<file path="src/rtl/pwm_generator.sv">
`default_nettype none
// pwm_generator: single PWM channel stepped by a synchronised div_clk rise (or every
// cycle in bypass), with shadowed period/duty/invert/enable applied at period boundaries.
module pwm_generator #(
  parameter int WIDTH    = 8,
  parameter int SYNC_LEN = 2
) (
  input  logic             clk,
  input  logic             rst,
  input  logic             wr,
  input  logic [WIDTH-1:0] period_in,
  input  logic [WIDTH-1:0] duty_in,
  input  logic             invert_in,
  input  logic             enable_in,
  input  logic             div_clk,
  input  logic             div_bypass,
  output logic             pwm_out,
  output logic             period_done,
  output logic             pending
);

  localparam logic [WIDTH-1:0] CNT_ONE = WIDTH'(1);

  logic [SYNC_LEN-1:0] sync;
  logic                sync_prev;
  logic                step;

  logic [WIDTH-1:0] sh_period;
  logic [WIDTH-1:0] sh_duty;
  logic             sh_invert;
  logic             sh_enable;

  logic [WIDTH-1:0] act_period;
  logic [WIDTH-1:0] act_duty;
  logic             act_invert;
  logic             act_enable;

  logic [WIDTH-1:0] cnt;
  logic [WIDTH-1:0] cnt_next;
  logic             load;
  logic             wrap;
  logic             pwm_next;

  // div_clk is treated purely as data: synchronise, then register the rising edge.
  always_ff @(posedge clk or posedge rst) begin
    if (rst) begin
      sync      <= '0;
      sync_prev <= 1'b0;
      step      <= 1'b0;
    end else begin
      sync      <= {sync[SYNC_LEN-2:0], div_clk};
      sync_prev <= sync[SYNC_LEN-1];
      step      <= div_bypass | (sync[SYNC_LEN-1] & ~sync_prev);
    end
  end

  // An idle channel reloads every cycle so a new enable takes effect without waiting for a wrap.
  always_comb begin
    load     = 1'b0;
    wrap     = 1'b0;
    cnt_next = cnt;
    if (!act_enable) begin
      load     = 1'b1;
      cnt_next = '0;
    end else if (step) begin
      if (cnt == act_period) begin
        wrap     = 1'b1;
        load     = 1'b1;
        cnt_next = '0;
      end else begin
        cnt_next = cnt + CNT_ONE;
      end
    end
  end

  always_comb begin
    pwm_next = act_invert;
    if (act_enable) begin
      pwm_next = (cnt_next < act_duty) ^ act_invert;
    end
  end

  always_ff @(posedge clk or posedge rst) begin
    if (rst) begin
      sh_period <= '0;
      sh_duty   <= '0;
      sh_invert <= 1'b0;
      sh_enable <= 1'b0;
    end else if (wr) begin
      sh_period <= period_in;
      sh_duty   <= duty_in;
      sh_invert <= invert_in;
      sh_enable <= enable_in;
    end
  end

  // A load takes the shadow contents from before any same-cycle write.
  always_ff @(posedge clk or posedge rst) begin
    if (rst) begin
      act_period <= '0;
      act_duty   <= '0;
      act_invert <= 1'b0;
      act_enable <= 1'b0;
    end else if (load) begin
      act_period <= sh_period;
      act_duty   <= sh_duty;
      act_invert <= sh_invert;
      act_enable <= sh_enable;
    end
  end

  always_ff @(posedge clk or posedge rst) begin
    if (rst) begin
      pending <= 1'b0;
    end else if (wr) begin
      pending <= 1'b1;
    end else if (load) begin
      pending <= 1'b0;
    end
  end

  always_ff @(posedge clk or posedge rst) begin
    if (rst) begin
      cnt         <= '0;
      pwm_out     <= 1'b0;
      period_done <= 1'b0;
    end else begin
      cnt         <= cnt_next;
      pwm_out     <= pwm_next;
      period_done <= wrap;
    end
  end

endmodule
`default_nettype wire
</file>
<file path="config.mk">
export PLATFORM = sky130hd
export DESIGN_NAME = pwm_generator
export DESIGN_NICKNAME = d
export VERILOG_FILES = /design/src/rtl/pwm_generator.sv
export SDC_FILE = /design/constraint.sdc
export NUM_CORES = 1
export LEC_CHECK = 0
export ABC_AREA = 1
export CAP_MARGIN = 25
export CORE_ASPECT_RATIO = 0.6
export CORE_UTILIZATION = 30
export DETAILED_ROUTE_END_ITERATION = 12
export GPL_ROUTABILITY_DRIVEN = 0
export PLACE_DENSITY = 0.48
export SLEW_MARGIN = 5
export SYNTH_ARGS = -nofsm -noshare
export SYNTH_HDL_FRONTEND = slang
export SYNTH_SLANG_ARGS = --single-unit
</file>
<file path="constraint.sdc">
create_clock -name clk -period 2.68 [get_ports clk]
set_input_delay 0.402 -clock clk [delete_from_list [all_inputs] [get_ports clk]]
set_output_delay 0.402 -clock clk [all_outputs]
set_load 0.01 [all_outputs]
</file>
==> metrics <==
crit path kind reg -> reg; worst-path fanout max 6; num ports 26; dpl hpwl 3.47 mm; setup TNS 0 ns; fmax 424 MHz; post-synth top area cell dfrtp_1; die area 0.00790 mm^2; grt total ovfl 0; top cells by area, synth dfrtp_1 (56%), nand2_1 (17%), inv_1 (4.6%), ha_1 (4.4%), o21ai_0 (3.5%); pwr/cell area 965 mW/mm^2; clock sink count 51; startpoint types register; Root Driver clkbuf_16; Reg power frac 41.1%; Setup Viol. Count Final 0; cell-internal power 1.80 mW; clock share of power 26.3%; first-pass GRT wire length 8.22 mm; R2R depth 13; fin nets 318; crit end category register; CTS Hold Bufs 0; clock tree buffer depth 2; top sig layer met4; most common cell after layout, fill and taps aside nand2_1; Mapped Area 0.00226 mm^2; Detail Route Antenna Nets 0; Psw 920 uW; layout cells sized above 1 8.01%; Initial Utilization 31.1%; met2 WL 1.47 mm; Cells after Synth 256; Max VDD drop 0.315 mV; DR pass1 iterations 4; dpl cell area 0.00265 mm^2; per-cell routed wire length 12.2 um; clock skew 0.00568 ns; hold slack 0.350 ns; Rows 24; most frequent cells in the layout nand2_1 (104), dfrtp_1 (51), inv_1 (27), clkdlybuf4s50_1 (25), o21ai_0 (16); max_slew headroom 60.3%; Via-to-Cell Ratio 4.01; via count 1568; reg2reg start cnt[6]$_DFF_PP0_; H-tree levels 2; DRC 0; Synth Warn # 0; post-CTS setup buffers 0; Async SR Flop Fraction 100%; RSZ-0062 raised after global routing no; EDFF count, synth 0; syn avg cell area 8.83 um^2; Worst-path clk slew 0.06 ns; share of the synthesized area in the top cell type 56.4%; Synth Net Count 287; antenna cells 0; worst path arrival time 2.55 ns; Max Transition Viols Final 0; Worst Hold Path EP sync[1]$_DFF_PP0_; Final Hold Vio Count 0; Finished Core Util 38.8%; Initial DRC Count 67; CTS tree done; type of the tightest min-delay check reg -> reg; transition time of the tightest slew-check pin 0.595 ns; beginning of the worst hold path sync[0]$_DFF_PP0_; TritonCTS buffer count 5; core area 0.00727 mm^2; metal3 WL 212 um; number of global-route vias before repair 1522; WL met1 3.02 mm; status finished clean; Reg2Reg Setup Slack 0.32 ns; hold path cells 0; initial antenna violation count 0; die height 69.2 um; Area Overhead vs Synth 24.6%; count of different cell masters after synthesis 25; Tmin final 2.36 ns; pin count of the biggest net entering global routing 26; predominant post-synthesis flop cell dfrtp_1; worst skew pair latency 0.29 ns; reg2reg end pwm_out$_DFF_PP0_; fill count 789; Sw Share 33.8%; Max-cap violations 0; sequential share of the synthesized area 56.4%; number of synthesized register bits 51; Overall Global Routing Usage 14.1%; # resized after CTS 0; Die Width 114 um; Critical Path RT 2.87 ns; port bufs 25; drt total wl 4.76 mm; ratio of final minimum period to clock period 87.9%; Comb power frac 32.6%; Final Cell Area 0.00282 mm^2; Setup crit start cnt[6]$_DFF_PP0_; total power 2.72 mW; Pleak 1.39 nW
registers in the layout (all words and copies together) (netlist names), 2 cells and up:
name        count
cnt             8
sh_period       8
sh_duty         8
act_duty        8
act_period      8
sync            2
Yosys cell counts (2+ instances only):
library cell / n
nand2_1: 105
dfrtp_1: 51
inv_1: 28
o21ai_0: 16
nor2_1: 13
ha_1: 8
clkbuf_1: 4
xor2_1: 4
a21oi_1: 3
mux2_2: 3
nand3_1: 3
xnor2_1: 3
nand3_2: 2
nor3_1: 2
worst max-delay path by stage:
stage                   endpoint  slack, ns  cells after the start
2_1_floorplan  pwm_out$_DFF_PP0_       0.39                     17
3_3_place_gp   pwm_out$_DFF_PP0_       0.21                     17
3_5_place_dp   pwm_out$_DFF_PP0_       0.23                     13
4_1_cts        pwm_out$_DFF_PP0_       0.21                     13
5_1_grt        pwm_out$_DFF_PP0_       0.03                     17
6_report       pwm_out$_DFF_PP0_       0.32                     13
layout make-up:
cell class / count / area, um^2 / area share (%)
Clock buffer: 5 / 125 / 4.44
Clock inverter: 2 / 37.5 / 1.33
Inverter: 29 / 109 / 3.86
Multi-Input combinational cell: 169 / 845 / 30.0
Sequential cell: 51 / 1280 / 45.3
Tap cell: 104 / 130 / 4.62
Timing Repair Buffer: 31 / 295 / 10.5
cells by family (layout without fill, tap and decap cells):
logic type               after synthesis  count (layout)  share of synthesized area, %
flip-flops                            51              51                          56.4
AO/OA/AOI/OAI                         23              23                          5.70
AND/OR/NAND/NOR                      128             128                          22.7
buffers and inverters                 36              67                          6.53
XOR/XNOR                               7               7                          2.71
adder cells (fa/ha/maj)                8               8                          4.43
multiplexers                           3               3                          1.49
power groups by stage:
stage / combinational [mW] / sequential [mW] / clock (mW)
floorplan: 0.678 / 1.09 / 0
global placement: 0.896 / 1.13 / 0
detailed placement: 0.889 / 1.13 / 0
CTS: 0.897 / 1.12 / 0.740
global route: 1.06 / 1.14 / 0.768
finish: 0.885 / 1.12 / 0.716
per-stage QoR:
stage               std cells  worst slack (ns)
global route              391            0.0318
CTS                       391             0.212
floorplan                 256             0.391
detailed placement        384             0.233
global placement          384             0.213
finish                    391             0.323
routing by layer:
| metal | vias up | global-route usage [%] |
|---|---|---|
| met1 | 684 | 24.3 |
| li1 | 846 | - |
| met2 | 30 | 14.7 |
| met4 | 0 | 5.19 |
| met3 | 8 | 4.81 |
| met5 | - | 0 |
worst max-delay path, stage by stage (launching register included):
cell and delay, ns:
dfrtp_1 0.44, xnor2_1 0.18, nand2_1 0.07, nor2_1 0.17
nand3_2 0.19, nand2_4 0.14, nor2_1 0.07, ha_1 0.32
a211oi_1 0.23, nand2_1 0.08, a31oi_1 0.18, nand3_1 0.10
nand2_1 0.07, inv_1 0.03
Power figures use the tool's default switching activity.
